$ cat config.mk
export PLATFORM = sky130hd
export DESIGN_NAME = apb_slave_regfile_flat
export DESIGN_NICKNAME = d
export VERILOG_FILES = /design/src/rtl/apb_slave_regfile_if.sv /design/src/rtl/apb_slave_regfile.sv /design/src/flat_wrapper.sv
export SDC_FILE = /design/constraint.sdc
export NUM_CORES = 1
export LEC_CHECK = 0
export CAP_MARGIN = 10
export CORE_MARGIN = 4
export CORE_UTILIZATION = 60
export DETAILED_ROUTE_END_ITERATION = 7
export PLACE_DENSITY = 0.82
export SYNTH_ARGS = -nofsm -noshare
export SYNTH_HDL_FRONTEND = slang
export SYNTH_SLANG_ARGS = --single-unit
$ cat constraint.sdc
create_clock -name pclk_i -period 3.17 [get_ports pclk_i]
set_input_delay 0.634 -clock pclk_i [delete_from_list [all_inputs] [get_ports pclk_i]]
set_output_delay 0.634 -clock pclk_i [all_outputs]
set_load 0.05 [all_outputs]
$ cat src/rtl/apb_slave_regfile_if.sv
// APB bus bundle between a requester and the apb_slave_regfile completer.
// Signal names keep the completer's port-direction suffixes so both sides read the same.
interface apb_slave_regfile_if #(
  parameter int unsigned ADDR_WIDTH = 32,
  parameter int unsigned DATA_WIDTH = 32
);
  localparam int unsigned STRB_W = DATA_WIDTH / 8;

  logic [ADDR_WIDTH-1:0] paddr_i;
  logic [2:0]            pprot_i;
  logic                  psel_i;
  logic                  penable_i;
  logic                  pwrite_i;
  logic [DATA_WIDTH-1:0] pwdata_i;
  logic [STRB_W-1:0]     pstrb_i;
  logic                  pready_o;
  logic [DATA_WIDTH-1:0] prdata_o;
  logic                  pslverr_o;

  modport master (
    output paddr_i, pprot_i, psel_i, penable_i, pwrite_i, pwdata_i, pstrb_i,
    input  pready_o, prdata_o, pslverr_o
  );

  modport slave (
    input  paddr_i, pprot_i, psel_i, penable_i, pwrite_i, pwdata_i, pstrb_i,
    output pready_o, prdata_o, pslverr_o
  );
endinterface

$ cat src/rtl/apb_slave_regfile.sv
// APB completer backing a word-addressed register file with configurable wait states,
// a read-only ID register at index 0 and a privileged-only upper half.
module apb_slave_regfile #(
  parameter int unsigned           ADDR_WIDTH  = 32,
  parameter int unsigned           DATA_WIDTH  = 32,
  parameter int unsigned           REG_NUM     = 16,
  parameter int unsigned           WAIT_CYCLES = 1,
  parameter logic [DATA_WIDTH-1:0] ID_VALUE    = DATA_WIDTH'(32'hA9B0_0001)
) (
  input logic               pclk_i,
  input logic               prstn_i,
  apb_slave_regfile_if.slave bus
);

  localparam int unsigned IDX_W  = $clog2(REG_NUM);
  localparam int unsigned STRB_W = DATA_WIDTH / 8;
  localparam int unsigned CNT_W  = 4;

  typedef enum logic [1:0] {
    ST_IDLE  = 2'd0,
    ST_WAIT  = 2'd1,
    ST_READY = 2'd2
  } state_e;

  state_e                state_q, state_d;
  logic [CNT_W-1:0]      cnt_q, cnt_d;
  logic [IDX_W-1:0]      idx_q, idx_d;
  logic                  wr_q, wr_d;
  logic                  err_q, err_d;
  logic                  pready_q, pready_d;
  logic                  pslverr_q, pslverr_d;
  logic [DATA_WIDTH-1:0] prdata_q, prdata_d;
  logic [DATA_WIDTH-1:0] regs_q [REG_NUM];
  logic [DATA_WIDTH-1:0] regs_d [REG_NUM];

  logic             setup_c;
  logic [IDX_W-1:0] idx_c;
  logic             err_c;
  logic             unused_prot;

  assign unused_prot = ^bus.pprot_i[2:1];

  // Setup-phase decode: address index and every error source, latched on acceptance.
  assign setup_c = bus.psel_i & ~bus.penable_i;
  assign idx_c   = bus.paddr_i[IDX_W+1:2];
  assign err_c   = (bus.paddr_i[1:0] != 2'b00)
                 | ((bus.paddr_i >> (IDX_W + 2)) != '0)
                 | (bus.pwrite_i & (idx_c == '0))
                 | (~bus.pprot_i[0] & idx_c[IDX_W-1]);

  always_comb begin
    state_d   = state_q;
    cnt_d     = cnt_q;
    idx_d     = idx_q;
    wr_d      = wr_q;
    err_d     = err_q;
    regs_d    = regs_q;
    pready_d  = 1'b0;
    pslverr_d = 1'b0;
    prdata_d  = '0;

    case (state_q)
      ST_IDLE: begin
        if (setup_c) begin
          idx_d = idx_c;
          wr_d  = bus.pwrite_i;
          err_d = err_c;
          if (WAIT_CYCLES == 0) begin
            state_d = ST_READY;
          end else begin
            state_d = ST_WAIT;
            cnt_d   = CNT_W'(WAIT_CYCLES - 1);
          end
        end
      end
      ST_WAIT: begin
        if (!bus.psel_i) begin
          state_d = ST_IDLE;
        end else if (cnt_q == '0) begin
          state_d = ST_READY;
        end else begin
          cnt_d = cnt_q - CNT_W'(1);
        end
      end
      ST_READY: begin
        state_d = ST_IDLE;
        // Write lands on the edge closing the completion cycle, lane by lane.
        if (wr_q && !err_q) begin
          for (int b = 0; b < STRB_W; b++) begin
            if (bus.pstrb_i[b]) regs_d[idx_q][8*b +: 8] = bus.pwdata_i[8*b +: 8];
          end
        end
      end
      default: state_d = ST_IDLE;
    endcase

    if (state_d == ST_READY) begin
      pready_d  = 1'b1;
      pslverr_d = err_d;
      if (!wr_d && !err_d) prdata_d = (idx_d == '0) ? ID_VALUE : regs_q[idx_d];
    end
  end

  always_ff @(posedge pclk_i or negedge prstn_i) begin
    if (!prstn_i) begin
      state_q   <= ST_IDLE;
      cnt_q     <= '0;
      idx_q     <= '0;
      wr_q      <= 1'b0;
      err_q     <= 1'b0;
      pready_q  <= 1'b0;
      pslverr_q <= 1'b0;
      prdata_q  <= '0;
      for (int r = 0; r < REG_NUM; r++) regs_q[r] <= '0;
    end else begin
      state_q   <= state_d;
      cnt_q     <= cnt_d;
      idx_q     <= idx_d;
      wr_q      <= wr_d;
      err_q     <= err_d;
      pready_q  <= pready_d;
      pslverr_q <= pslverr_d;
      prdata_q  <= prdata_d;
      for (int r = 0; r < REG_NUM; r++) regs_q[r] <= regs_d[r];
    end
  end

  assign bus.pready_o  = pready_q;
  assign bus.pslverr_o = pslverr_q;
  assign bus.prdata_o  = prdata_q;

endmodule

$ cat src/flat_wrapper.sv
// flat-port wrapper written by rule: the top's interface ports become plain ports
module apb_slave_regfile_flat 
#(
  parameter int unsigned           ADDR_WIDTH  = 32,
  parameter int unsigned           DATA_WIDTH  = 32,
  parameter int unsigned           REG_NUM     = 16,
  parameter int unsigned           WAIT_CYCLES = 1,
  parameter logic [DATA_WIDTH-1:0] ID_VALUE    = DATA_WIDTH'(32'hA9B0_0001)
)
  (pclk_i, prstn_i, bus_paddr_i, bus_pprot_i, bus_psel_i, bus_penable_i, bus_pwrite_i, bus_pwdata_i, bus_pstrb_i, bus_pready_o, bus_prdata_o, bus_pslverr_o);
  apb_slave_regfile_if #(.ADDR_WIDTH(ADDR_WIDTH), .DATA_WIDTH(DATA_WIDTH)) bus_i ();
  input logic pclk_i;
  input logic prstn_i;
  input wire logic [$bits(bus_i.paddr_i)-1:0] bus_paddr_i;
  input wire logic [$bits(bus_i.pprot_i)-1:0] bus_pprot_i;
  input wire logic [$bits(bus_i.psel_i)-1:0] bus_psel_i;
  input wire logic [$bits(bus_i.penable_i)-1:0] bus_penable_i;
  input wire logic [$bits(bus_i.pwrite_i)-1:0] bus_pwrite_i;
  input wire logic [$bits(bus_i.pwdata_i)-1:0] bus_pwdata_i;
  input wire logic [$bits(bus_i.pstrb_i)-1:0] bus_pstrb_i;
  output wire logic [$bits(bus_i.pready_o)-1:0] bus_pready_o;
  output wire logic [$bits(bus_i.prdata_o)-1:0] bus_prdata_o;
  output wire logic [$bits(bus_i.pslverr_o)-1:0] bus_pslverr_o;
  assign bus_i.paddr_i = bus_paddr_i;
  assign bus_i.pprot_i = bus_pprot_i;
  assign bus_i.psel_i = bus_psel_i;
  assign bus_i.penable_i = bus_penable_i;
  assign bus_i.pwrite_i = bus_pwrite_i;
  assign bus_i.pwdata_i = bus_pwdata_i;
  assign bus_i.pstrb_i = bus_pstrb_i;
  assign bus_pready_o = bus_i.pready_o;
  assign bus_prdata_o = bus_i.prdata_o;
  assign bus_pslverr_o = bus_i.pslverr_o;
  apb_slave_regfile #(.ADDR_WIDTH(ADDR_WIDTH), .DATA_WIDTH(DATA_WIDTH), .REG_NUM(REG_NUM), .WAIT_CYCLES(WAIT_CYCLES), .ID_VALUE(ID_VALUE)) u_core (.pclk_i(pclk_i), .prstn_i(prstn_i), .bus(bus_i));
endmodule
==> impl_metrics.yaml <==
power_and_ir_drop:
  irDropWorstVdd_mv: 0.472
  powerDensity_nw_per_um2: 549
  p_leak_nw: 13.4
  design_power_total_mw: 15.2
yosys:
  yosysUniqueCellTypes: 49
  synth_nets: 2024
  synth_edf_count: 0
  syn_avg_cell_area_sq_um: 12.2
  synthCells: 1946
  netlist_area_sq_um: 23700
  ys_seq_elements: 527
  ys.flop_type: "dfrtp_1"
  async_flop_share: 1.00
  ys_warn_count: 0
  yosysSeqAreaShare: 0.557
global_routing:
  grt_pass1_vias: 17700
  overflow: 0
  grt_start_max_net_pins: 79
  antenna_found_initial: 0
  grt_first_pass_wirelength_mm: 97.9
  track_usage: 0.292
layout:
  final_nets: 2155
  fin_util: 0.713
  area_delta_synth_final_pct: 17.0
  final_cells: 2637
  final_common_cell: "dfrtp_1"
  final_layout_size_suffix_gt1_frac: 0.320
  diodes: 0
  final_cell_mix: "527 x dfrtp_1, 481 x mux2_2, 329 x nand2_1"
status:
  status: "finished clean"
clocking:
  numCtsBuffers: 52
  cts_hold_buf: 0
  cts_root_buf: "clkbuf_16"
  postCtsSetupBuffers: 0
  cts-resized-gates: 0
  cts.path.max_buffers: 3
  cts_tree: "yes"
  worstSkewPairLatency_ps: 580
  htree_levels: 2
  clock-sinks: 527
  cts.clk_slew.worst_paths_ps: 60
drt:
  wirelength_mm: 62.0
  postRouteAntennaNets: 0
  via_per_inst: 6.37
  drt-wirelength-per-cell_um: 23.5
  drc: 0
  drt_iter0_markers: 1341
  vias: 16800
  dr.pass1.iters: 7
place:
  place_congestion: 0.866
  io_buffers: 107
  dpl.hpwl_mm: 39.5
  dpl.cell_count: 2541
hold_path:
  hold_path.class: "input port to asynchronous set/reset pin"
floorplanning:
  dieWidth_um: 207
  dieArea_sq_um: 42700
  die_y_um: 207
  start_util: 0.610
  io_pins: 110
  core_area_sq_um: 38800
  rows: 72
timing:
  worst_pin_slew_ps: 960
  finClkSkew_ps: 10.5
  post-route-period-util: 0.875
  grt_setup_unrepaired: "no"
  setup_viol: 0
  fmax_mhz: 361
  finalCriticalPeriod_ps: 2770
  slew_viol_final: 0
  slew_headroom: 0.355
  hold_viol: 0
critical_path:
  critPathMaxFanout: 7
  critical_path_required_ps: 3600
  startpoint_type: "input port"
  crit_type: "input port to register"
  end_kind: "register"
  arrival_ps: 3200
job:
  cap_viol_max_count: 0
[path summary, 6_finish.rpt]
check                           slack (ps)                       to               from  cells past startpoint
worst max-delay path                   400  u_core.bus.prdata_o[29]         bus_psel_i                     11
worst min-delay path                    70       u_core.regs_q[473]            prstn_i                      1
worst max register to register         470  u_core.bus.prdata_o[29]  u_core.state_q[1]                     10
worst min register to register         500        u_core.regs_q[23]  u_core.regs_q[23]                      1
max in group asynchronous             2200       u_core.regs_q[145]            prstn_i                      2
min in group pclk_i                    500        u_core.regs_q[23]  u_core.regs_q[23]                      1
[logic make-up after synthesis]
family | count (synthesis) | synth area share
mux | 556 | 0.263
flops | 527 | 0.557
simple gates | 488 | 0.0893
compound gates | 245 | 0.0638
buf+inv | 126 | 0.0251
xor+xnor | 2 | 0.000740
fa+ha+maj | 2 | 0.00106
[cell type report]
| class | count | area [sq um] |
|---|---|---|
| Multi-Input combinational cell | 1293 | 9930 |
| Sequential cell | 527 | 13200 |
| Fill cell | 2516 | 11100 |
| Tap cell | 518 | 648 |
| Clock buffer | 78 | 1570 |
| Inverter | 7 | 38.8 |
| Timing Repair Buffer | 196 | 2140 |
| Clock inverter | 18 | 178 |
[flip-flops by register name, summed over array words and instances (netlist names)]
name,count
u_core.bus.pready_o,1
u_core.cnt_q,4
u_core.bus.prdata_o,32
u_core.state_q,2
u_core.err_q,1
u_core.regs_q,481
u_core.bus.pslverr_o,1
u_core.wr_q,1
u_core.idx_q,4
[cells in the mapped netlist, types with 6 or more instances]
library cell  number  area share
nor3_1             6      0.0013
buf_4             10      0.0032
buf_2             20      0.0042
a31oi_1           14      0.0037
mux2_2           481        0.23
nand3_1           91       0.019
nand2b_1           6      0.0016
dfrtp_1          527        0.56
and2_1             7      0.0018
mux2i_1           70       0.030
o211ai_1          23      0.0073
o22ai_1            8      0.0021
nand2_1          329       0.052
clkbuf_1          80       0.013
a32oi_1           26      0.0096
a21oi_1           98       0.021
a22oi_1           23      0.0073
nor2_1            20      0.0032
o21ai_0           38      0.0080
nor4_1             9      0.0024
[worst max-delay path, cell delays in order]
cell	delay (ps)
clkdlybuf4s50_1	510
nor4b_4	220
buf_4	220
buf_4	150
nor3b_1	60
a31oi_2	440
nand2b_1	250
buf_12	150
o22ai_1	90
o21ai_0	340
nand2_1	130
[where the power goes]
part	total, mW	internal, mW	leakage [nW]	switching [mW]
clock	6.24	3.66	0.868	2.58
combinational	2.18	0.788	5.20	1.39
sequential	6.79	6.75	7.35	0.0404
total	15.2	11.2	13.4	4.01
[layer usage]
layer | global-route usage | wire [um]
met1 | 0.405 | 25000
met2 | 0.471 | 30000
met3 | 0.0539 | 5010
met4 | 0.103 | 2030
met5 | 0 | 0
[through the flow]
step / area [sq um] / worst slack, ps / setup TNS [ps] / hold slack [ps]
3_5_place_dp: 26000 / -41.0 / -267 / 488
5_1_grt: 27700 / 384 / 0 / 109
6_report: 27700 / 398 / 0 / 73.6
4_1_cts: 27700 / 489 / 0 / 80.0
2_1_floorplan: 23700 / 492 / 0 / 338
3_3_place_gp: 26000 / -12.5 / -19.3 / 481
(Power assumes the default switching activity.)
